<file path="src/rtl/uart_pkg.sv">
// rtl/uart_pkg.sv - shared types and constants for the UART transmit queue
package uart_pkg;

  // Issue FSM states
  typedef enum logic [1:0] {
    Q_IDLE      = 2'd0,
    Q_WAIT_BUSY = 2'd1,
    Q_WAIT_DONE = 2'd2
  } q_state_t;

  // Cycles to wait for the transmitter to acknowledge a start pulse
  localparam int WAIT_BUSY_LIMIT = 2;

endpackage

</file>
<file path="src/rtl/sync_fifo.sv">
// rtl/sync_fifo.sv - single-clock FIFO with registered count/full/empty
module sync_fifo #(
  parameter int DEPTH = 16,
  parameter int WIDTH = 8,
  localparam int PTR_W = $clog2(DEPTH)
) (
  input  logic             clk,
  input  logic             rst_n,
  input  logic             push,
  input  logic             pop,
  input  logic             flush,
  input  logic [WIDTH-1:0] wr_data,
  output logic [WIDTH-1:0] head,
  output logic             full,
  output logic             empty,
  output logic [PTR_W:0]   count
);

  localparam logic [PTR_W:0] ONE      = (PTR_W+1)'(1);
  localparam logic [PTR_W:0] FULL_CNT = (PTR_W+1)'(DEPTH);

  logic [WIDTH-1:0] mem [DEPTH];
  logic [PTR_W-1:0] wr_ptr;
  logic [PTR_W-1:0] rd_ptr;
  logic [PTR_W:0]   count_nxt;
  logic             do_push;
  logic             do_pop;

  // A pop frees a slot in the same cycle, so a full FIFO may still accept a push
  assign do_pop  = pop && !empty && !flush;
  assign do_push = push && !flush && (!full || do_pop);
  assign head    = mem[rd_ptr];

  // Next occupancy, shared by count and the full/empty flags
  always_comb begin
    count_nxt = count;
    if (flush)
      count_nxt = '0;
    else if (do_push && !do_pop)
      count_nxt = count + ONE;
    else if (!do_push && do_pop)
      count_nxt = count - ONE;
  end

  // Storage array, no reset so it maps onto distributed RAM
  always_ff @(posedge clk) begin
    if (do_push)
      mem[wr_ptr] <= wr_data;
  end

  // Pointers wrap naturally at DEPTH; flags are registered from count_nxt
  always_ff @(posedge clk or negedge rst_n) begin
    if (!rst_n) begin
      wr_ptr <= '0;
      rd_ptr <= '0;
      count  <= '0;
      full   <= 1'b0;
      empty  <= 1'b1;
    end else begin
      if (flush) begin
        wr_ptr <= '0;
        rd_ptr <= '0;
      end else begin
        if (do_push)
          wr_ptr <= wr_ptr + 1'b1;
        if (do_pop)
          rd_ptr <= rd_ptr + 1'b1;
      end
      count <= count_nxt;
      full  <= (count_nxt == FULL_CNT);
      empty <= (count_nxt == '0);
    end
  end

endmodule

</file>
<file path="src/rtl/uart_tx_queue.sv">
// rtl/uart_tx_queue.sv - byte queue and issue FSM feeding the UART transmitter
module uart_tx_queue
  import uart_pkg::*;
#(
  parameter int DEPTH = 16,
  localparam int PTR_W = $clog2(DEPTH)
) (
  input  logic           clk,
  input  logic           rst_n,
  input  logic           wr_en,
  input  logic [7:0]     wr_data,
  input  logic           flush,
  output logic           full,
  output logic           empty,
  output logic [PTR_W:0] count,
  output logic           overflow,
  input  logic           ovf_clr,
  output logic [7:0]     tx_data,
  output logic           tx_valid,
  input  logic           tx_busy
);

  localparam logic [1:0] WAIT_LAST = 2'(WAIT_BUSY_LIMIT - 1);

  q_state_t   state;
  logic [1:0] wait_cnt;
  logic [7:0] head;
  logic       pop;
  logic       ovf_set;

  // Only IDLE issues, and never while a flush is discarding the queue
  assign pop     = (state == Q_IDLE) && !empty && !tx_busy && !flush;
  assign ovf_set = wr_en && full && !pop && !flush;

  sync_fifo #(
    .DEPTH (DEPTH),
    .WIDTH (8)
  ) u_fifo (
    .clk     (clk),
    .rst_n   (rst_n),
    .push    (wr_en),
    .pop     (pop),
    .flush   (flush),
    .wr_data (wr_data),
    .head    (head),
    .full    (full),
    .empty   (empty),
    .count   (count)
  );

  // Sticky overflow; a new drop wins over a simultaneous clear
  always_ff @(posedge clk or negedge rst_n) begin
    if (!rst_n)
      overflow <= 1'b0;
    else if (ovf_set)
      overflow <= 1'b1;
    else if (ovf_clr)
      overflow <= 1'b0;
  end

  // Issue FSM: one start pulse per byte, then track the transmitter busy window
  always_ff @(posedge clk or negedge rst_n) begin
    if (!rst_n) begin
      state    <= Q_IDLE;
      tx_valid <= 1'b0;
      tx_data  <= 8'h00;
      wait_cnt <= '0;
    end else begin
      tx_valid <= 1'b0;
      case (state)
        Q_IDLE: begin
          if (pop) begin
            tx_data  <= head;
            tx_valid <= 1'b1;
            wait_cnt <= '0;
            state    <= Q_WAIT_BUSY;
          end
        end
        Q_WAIT_BUSY: begin
          if (tx_busy)
            state <= Q_WAIT_DONE;
          else if (wait_cnt == WAIT_LAST)
            state <= Q_IDLE;
          else
            wait_cnt <= wait_cnt + 1'b1;
        end
        Q_WAIT_DONE: begin
          if (!tx_busy)
            state <= Q_IDLE;
        end
        default: state <= Q_IDLE;
      endcase
    end
  end

endmodule

</file>
<file path="config.mk">
export PLATFORM = sky130hd
export DESIGN_NAME = uart_tx_queue
export DESIGN_NICKNAME = d
export VERILOG_FILES = /design/src/rtl/uart_pkg.sv /design/src/rtl/sync_fifo.sv /design/src/rtl/uart_tx_queue.sv
export SDC_FILE = /design/constraint.sdc
export NUM_CORES = 1
export LEC_CHECK = 0
export CAP_MARGIN = 25
export CORE_MARGIN = 2
export CORE_UTILIZATION = 45
export CTS_CLUSTER_DIAMETER = 100
export DETAILED_ROUTE_END_ITERATION = 7
export DONT_BUFFER_PORTS = 1
export PLACE_DENSITY_LB_ADDON = 0.25
export SYNTH_ARGS = -nofsm -noshare
export SYNTH_HDL_FRONTEND = slang
export SYNTH_SLANG_ARGS = --single-unit
</file>
<file path="constraint.sdc">
create_clock -name clk -period 2.5 [get_ports clk]
set_clock_uncertainty 0.1 [all_clocks]
set_input_delay 0.125 -clock clk [delete_from_list [all_inputs] [get_ports clk]]
set_output_delay 0.125 -clock clk [all_outputs]
set_load 0.01 [all_outputs]
</file>
## Word-level counts from Yosys, hierarchy flattened

Memories as Yosys holds them, arrays and structs flattened. A register that Yosys moved wholly into a read port is not among the register bits.
Cells that the tools add are included.

- $add $sub $neg: 5
- Eq/ne operators: 9
- Mux-type cells: 22
- Reductions and logical operators: 30

Operators by type and width:

| kind | count |
|---|---|
| $mux W4 | 4 |
| $mux W5 | 3 |
| $mux W2 | 7 |
| $logic_and A1 B1 Y1 | 12 |
| $add A4 B1 Y4 const B | 2 |
| $logic_not A1 Y1 | 8 |
| $ne A2 B2 Y1 const B | 4 |
| $reduce_bool A2 Y1 | 4 |
| $mux W1 | 6 |
| $pmux W2 S3 | 1 |
| $add A5 B1 Y5 const B | 1 |
| $eq A5 B5 Y1 const B | 1 |
| $logic_not A5 Y1 | 1 |
| $sub A5 B1 Y5 const B | 1 |
| $eq A2 B1 Y1 const B | 2 |
| $pmux W2 S2 | 1 |
| $reduce_and A4 Y1 | 1 |
| $ne A3 B3 Y1 const B | 1 |
| $reduce_and A3 Y1 | 1 |
| $add A2 B1 Y2 const B | 1 |
| $eq A2 B2 Y1 const B | 1 |
| $logic_not A2 Y1 | 1 |
| $reduce_and A2 Y1 | 1 |
| $logic_or A1 B1 Y1 | 1 |

- Bits in registers: 21
- Memory bits (writable): 128
- Input port bits: 14
- Word-level logic and storage cells: 76
- Memories kept: 1

Memory list:

| memory | words | bits a word | read ports | clocked after Yosys merged registers in | write ports | line | RTL |
|---|---|---|---|---|---|---|---|
| u_fifo.mem | 16 | 8 | 1 | 1 | 1 | sync_fifo.sv:22 | `logic [WIDTH-1:0] mem [DEPTH];` |

## Longest topological paths before layout

Gate-level depths: netlist of run 1.

- Depth in word-level cells: 14
- Depth in mapped cells: 7

## Hierarchy

Synthesis of run 1 repeated with hierarchy kept, for this count alone.

- Cell total of the unflattened synthesis: 404
- Area total of the unflattened synthesis: 6580.1 µm²

Modules (own cells, without submodules):

| module | instances | cells an instance | area an instance (µm²) |
|---|---|---|---|
| sync_fifo | 1 | 358 | 5941.9 |
| uart_tx_queue | 1 | 46 | 638.1 |

## Worst setup path after synthesis of run 1

No wires, ideal clock.

- Path type: reg2reg
- Start point: register state[0]
- End point: memory u_fifo.mem[15][0], enable pin
- Data arrival time: 1.853 ns
- Data required time: 2.068 ns
- Setup slack: 0.215 ns
- Cell stages (with the launch flop): 6
- Clock period less this slack: 2.285 ns
- Cells stage by stage: dfrtp_1 or4_1 buf_6 a21boi_2 and4b_1 and2_1

- Longest elaborated chain between the ends: 10

Ends and longest elaborated chain:

| what | line | RTL |
|---|---|---|
| start: declaration | uart_tx_queue.sv:25 | `q_state_t state;` |
| start signal: assignment | uart_tx_queue.sv:64 | `state <= Q_IDLE;` |
| start signal: assignment | uart_tx_queue.sv:76 | `state <= Q_WAIT_BUSY;` |
| start signal: assignment | uart_tx_queue.sv:81 | `state <= Q_WAIT_DONE;` |
| $logic_not A2 Y1 | uart_tx_queue.sv:32 | `assign pop = (state == Q_IDLE) && !empty && !tx_busy && !flush;` |
| $logic_and A1 B1 Y1 (3 in a row) | uart_tx_queue.sv:32 |  |
| $logic_and A1 B1 Y1 (2 in a row) | sync_fifo.sv:30 | `assign do_pop = pop && !empty && !flush;` |
| $logic_or A1 B1 Y1 | sync_fifo.sv:31 | `assign do_push = push && !flush && (!full \|\| do_pop);` |
| $logic_and A1 B1 Y1 | sync_fifo.sv:31 |  |
| $mux W1 | sync_fifo.sv:47 | `if (do_push)` |
| $mux W1 (not written as such) | sync_fifo.sv:48 | `mem[wr_ptr] <= wr_data;` |
| end: declaration | sync_fifo.sv:22 |  |

Every way passes these cells.

## Worst setup path in the final report of run 1

- Start point: register state[0]
- End point: memory u_fifo.mem[14][1], enable pin

The elaborated chain is that of the path after synthesis.

==> results.cfg, run 1 <==
[status]
status = complete, no violations

[synthesis]
synth.most_common_cell = edfxtp_1
synth-async-reset-ratio_pct = 18.5
synth_adder_area_share_pct = 1.57
ys_types = 44
synth_top_family_by_area = multiplexers
synth_largest_area_cell = edfxtp_1
yosys_warnings = 0
syn-cell-area_sq_mm = 0.00639
ys_seq_area_share_pct = 71.5
syn-num-nets = 372
yosys.area.top_type_share_pct = 60.2
synth-edff-count = 128
synth_xor_area_share_pct = 0.959
synthSimpleGateAreaFrac_pct = 6.85
syn_inst = 350
synth-seq-cells = 157
synth_common_cells = 128 x edfxtp_1, 32 x mux4_2, 28 x dfrtp_1
synth_compound_area_share_pct = 3.23
syn_area_per_cell_sq_um = 18.3
muxShareOfSynthArea_pct = 14.1
synth_area_leaders = edfxtp_1 60%, mux4_2 11%, dfrtp_1 11%
ys.flop_type = edfxtp_1

[grt]
grt_pass1_wl_mm = 19.7
track_usage_pct = 18.5
grt_pass1_vias = 3464
antenna_found_initial = 0
grt_overflow = 0
grt_max_degree = 35

[sta]
final.setup.tns_ns = 0
fin_crit_ns = 2.30
setup-violations-final = 0
worst_pin_slew_ns = 0.707
fin_ws_ns = 0.205
timing.slew.headroom_pct = 52.7
grt_setup_unrepaired = false
slew_violations = 0
fmax_mhz = 436
finalHoldViolCount = 0
min_period_over_period_pct = 91.8

[clock_network]
cts_max_path_buffers = 2
root_buffer = clkbuf_16
cts_tree = done
cts.sinks = 157
clkLatencyLatePin_ns = 0.42
htreeDepth = 4
post_cts_resized = 0
postCtsSetupRepairBufs = 0
cts_made_buffers = 17
ctsHoldBuffers = 15
path_clk_slew_ns = 0.06

[setup_path]
slowest_delay_ns = 0.56
startpoint = state[0]
cp_top_family = simple AND/OR/NAND/NOR gates
crit_buf_inv = 0
path_cells = or4_1 -> a21boi_2 -> and4b_1 -> and2_1
rrSetupSlack_ns = 0.20
worst_path_max_delay_cell = or4_1
path_class = reg -> reg
cp.required_ns = 2.47
rr_endpoint = u_fifo.mem[14][1]
start_kind = flop
regToRegStartpoint = state[0]
endpoint_kind = flop
crit_path_max_fanout = 8
reg2regPathDepth = 4
arrival_ns = 2.26

[worst_hold_path]
hold_path_depth = 4
holdCritStartpoint = wr_en
hp-class = in -> reg
holdPathEnd = u_fifo.count[3]

[die]
die_w_microns = 123
rows = 43
die_h_microns = 123
fp.coreArea_sq_mm = 0.0139
dieArea_sq_mm = 0.0152
start_util_pct = 46.0
boundaryPins = 31

[routing]
vias = 3330
drtPass1Iterations = 5
wl_mm = 12.8
routedWlPerCell_microns = 21.5
viasPerCell = 5.61
drc = 0
first_iter_violations = 335
ant_nets = 0

[finish]
nets = 423
fill_cells = 1101
antenna_cells = 0
drive_above_1_share_pct = 24.9
utilization_pct = 54.1
design_area_sq_mm = 0.00750
instances_no_fill = 594
area_delta_synth_final_pct = 17.4

[placement]
gp_congestion = 0.756
place_inst = 547
io_buffers = 0
place_ws_ns = 0.167
dpl_cell_area_sq_mm = 0.00682
dp.final_hpwl_mm = 8.26

[flow_run]
maxCapViolations = 0

[power]
leakage_nw = 2.58
powerDensity_mw_per_mm2 = 817
vdd_drop_max_mv = 0.465
per-layer routing:
metal	share of wire (%)	global-route usage (%)	up-vias
li1	-	-	1493
met1	43	24.0	1751
met2	51	29.7	76
met3	5.3	5.63	10
met4	1.1	6.25	0
met5	0	0	-
worst min-delay path, stage by stage:
cell,delay [ns]
nor4bb_1,0.13
nand3_1,0.10
a2111oi_2,0.09
nor2_1,0.08
through the flow:
stage	power, mW	hold WS (ns)
6_report	6.13	0.0327
5_1_grt	6.37	0.0363
3_3_place_gp	3.81	-0.270
2_1_floorplan	3.63	-0.271
3_5_place_dp	3.83	-0.270
4_1_cts	6.19	0.0231
worst max path at each step:
stage / end / cells after the start
floorplan: u_fifo.mem[15][0] / 5
global placement: u_fifo.mem[14][5] / 4
detailed placement: u_fifo.mem[14][4] / 4
CTS: u_fifo.mem[14][1] / 4
global route: u_fifo.mem[11][6] / 6
finish: u_fifo.mem[14][1] / 4
cells by family after synthesis:
| family | after synthesis |
|---|---|
| flip-flops | 157 |
| multiplexers | 50 |
| adder cells (fa/ha/maj) | 8 |
| AO/OA/AOI/OAI | 25 |
| AND/OR/NAND/NOR | 77 |
| buffers and inverters | 26 |
| XOR/XNOR | 7 |
final cells by class:
| class | count | area (sq um) | area share, % |
|---|---|---|---|
| clock buffer | 20 | 437 | 5.82 |
| inverter | 9 | 33.8 | 0.450 |
| timing repair buffer | 49 | 440 | 5.87 |
| clock inverter | 12 | 87.6 | 1.17 |
| tap | 180 | 225 | 3.00 |
| multi-input combinational | 167 | 1710 | 22.8 |
| sequential | 157 | 4570 | 60.9 |
power by group:
group	internal (mW)	switching (mW)	leakage, nW	total (mW)
clock	1.28	1.01	0.248	2.29
sequential	2.98	0.191	1.54	3.17
combinational	0.317	0.358	0.792	0.675
flip-flops by register name, indices dropped and copies added (netlist names):
name and cells:
u_fifo.full 1, overflow 1, tx_valid 1, wait_cnt 2
u_fifo.wr_ptr 4, state 2, u_fifo.rd_ptr 4, u_fifo.count 5
u_fifo.empty 1, tx_data 8, u_fifo.mem 128
placed cells by master (no fill, tap or decap), drive strengths merged, types with 4 or more instances in the layout:
master       instances
a21oi                4
and2                12
and3                 5
buf                 35
clkbuf              20
dfrtp               28
dlygate4sd3         14
edfxtp             128
ha                   8
inv                 15
mux2i               17
mux4                32
nand2               17
nand2b               4
nor2                13
nor3                 4
o21ai                4
o221ai               8
xor2                 5
Power figures use the tool's default switching activity.
==> run 2: changes to the inputs <==
--- a/constraint.sdc
+++ b/constraint.sdc
@@ -4,2 +4,2 @@
 set_output_delay 0.125 -clock clk [all_outputs]
-set_load 0.01 [all_outputs]
+set_load 0.05 [all_outputs]
==> run 2 against run 1 <==
  * Power up 12%
  * Worst hold slack worse by 0.016 ns
  * Sequential share of layout area down 1.0 points
  * Combinational power up 20%
  * First-iteration DRC count down 9.9%
  * Via count up 2.0%
  * Sequential cell count unchanged
  * Die area unchanged
  * Non-clock buffer count down 1
  * Critical path depth up 1
  * Critical endpoint is now u_fifo.mem[9][7]
  * Highest routed layer unchanged
==> results.cfg, run 2 (synthesis results as in run 1) <==
[finish]
final_cell_mix = 128 x edfxtp_1, 32 x mux4_2, 29 x buf_4
instances_no_fill = 593
reg_top3 = u_fifo.mem (128), tx_data (8), u_fifo.count (5)
drive_above_1_share_pct = 25.9
largest_register_ffs = 128
ff_latch_area_sq_mm = 0.00457
multiInputGateArea_sq_mm = 0.00172
top_register = u_fifo.mem
fill_cells = 1074
antenna_cells = 0
layout.cells.most_common = edfxtp_1
nets = 422
area_delta_synth_final_pct = 19.4

[clock_network]
htreeDepth = 4
path_clk_slew_ns = 0.06
postCtsSetupRepairBufs = 0
cts_made_buffers = 17
root_buffer = clkbuf_16
clkLatencyLatePin_ns = 0.43
cts_tree = done
cts_max_path_buffers = 2
cts.sinks = 157

[routing]
first_iter_violations = 302
wl_met3_microns = 680
routedWlPerCell_microns = 23.1
drc = 0
drtPass1Iterations = 4
highest_layer = met4
wl_mm = 13.7
wl_met2_mm = 6.76
viasPerCell = 5.73
ant_nets = 0
m1WireLength_mm = 5.97
vias = 3396

[placement]
io_buffers = 0
place_inst = 546
gp_congestion = 0.806
dp.final_hpwl_mm = 8.69

[sta]
setup-violations-final = 0
timing.slew.headroom_pct = 52.7
min_period_over_period_pct = 92.9
finalHoldViolCount = 0
worst_pin_slew_ns = 0.708
slew_violations = 0
final.setup.tns_ns = 0
fmax_mhz = 430
fin_crit_ns = 2.32
grt_setup_unrepaired = false

[die]
die_w_microns = 123
die_h_microns = 123
rows = 43
start_util_pct = 46.0
dieArea_sq_mm = 0.0152
fp.coreArea_sq_mm = 0.0139
boundaryPins = 31

[setup_path]
crit_buf_inv = 1
endpoint_kind = flop
cp_top_family = simple AND/OR/NAND/NOR gates
rrSetupSlack_ns = 0.18
start_kind = flop
cp.required_ns = 2.48
slowest_delay_ns = 0.46
worst_path_max_delay_cell = dfrtp_1
path_class = reg -> reg
startpoint = state[0]
arrival_ns = 2.30
regToRegStartpoint = state[0]
crit_path_max_fanout = 8
path_cells = nor4_4 -> o21ai_1 -> nor4b_1 -> buf_4 -> and2_1

[power]
powerDensity_mw_per_mm2 = 904
vdd_drop_max_mv = 0.468
leakage_nw = 2.63

[grt]
grt_pass1_vias = 3605
antenna_found_initial = 0
grt_pass1_wl_mm = 21.7
grt_max_degree = 35
track_usage_pct = 20.4
grt_overflow = 0

[flow_run]
maxCapViolations = 0

[worst_hold_path]
hp-class = in -> reg
holdCritStartpoint = tx_busy

[status]
status = complete, no violations
[run 2: cell count changes in the layout (fill, tap and decap cells not counted), moves of 3 or more]
| cell | change |
|---|---|
| inv_6 | -5 |
| bufinv_16 | +4 |
| and2_1 | -3 |
| and2_2 | +3 |
| buf_4 | -3 |
[run 2: cell type report]
type                       count  share of cell area, %
sequential                   157                   59.9
multi-input combinational    167                   22.5
timing repair buffer          48                   6.00
clock buffer                  20                   5.72
tap                          180                   2.95
clock inverter                12                   2.43
inverter                       9                  0.443
[run 2: what timing repair did]
| item | CTS | global route |
|---|---|---|
| endpoints found under the hold margin | 177 | 0 |
| endpoints found under the setup margin | 0 | 21 |
| resized for setup | 0 | 4 |
| hold buffers | 15 | 0 |
[run 2: layer usage]
| metal | vias to the layer above | track usage [%] |
|---|---|---|
| met5 | - | 0 |
| met4 | 0 | 7.88 |
| met3 | 21 | 4.98 |
| met2 | 95 | 31.0 |
| met1 | 1788 | 28.6 |
| li1 | 1492 | - |
[run 2: stage by stage]
step           hold slack [ns]  worst slack [ns]  cell area, sq um  util, %  total power [mW]
5_1_grt                 0.0243            0.0129              7630     55.0              7.16
3_5_place_dp            -0.270             0.128              6840     49.3              4.14
6_report                0.0171             0.177              7630     55.0              6.90
4_1_cts                0.00842             0.101              7620     54.9              6.95
2_1_floorplan           -0.271             0.215              6390        -              3.90
3_3_place_gp            -0.270             0.186              6840     49.3              4.11
[run 2: power by group]
group,internal [mW],switching [mW],leakage (nW)
clock,1.68,1.04,0.300
sequential,2.97,0.383,1.54
combinational,0.343,0.469,0.795
[run 2: final timing paths]
check | end | cells past startpoint
setup / recovery | u_fifo.mem[9][7] | 5
hold / removal | u_fifo.rd_ptr[0] | 4
setup reg to reg | u_fifo.mem[9][7] | 5
hold reg to reg | wait_cnt[0] | 1
max in group asynchronous | u_fifo.empty | 2
min in group asynchronous | tx_data[6] | 2
[run 2: worst min-delay path: cells and delay by family]
kind / cells / cell delay (ns)
buf+inv: 1 / 0.16
simple gates: 2 / 0.07
xor+xnor: 1 / 0.15
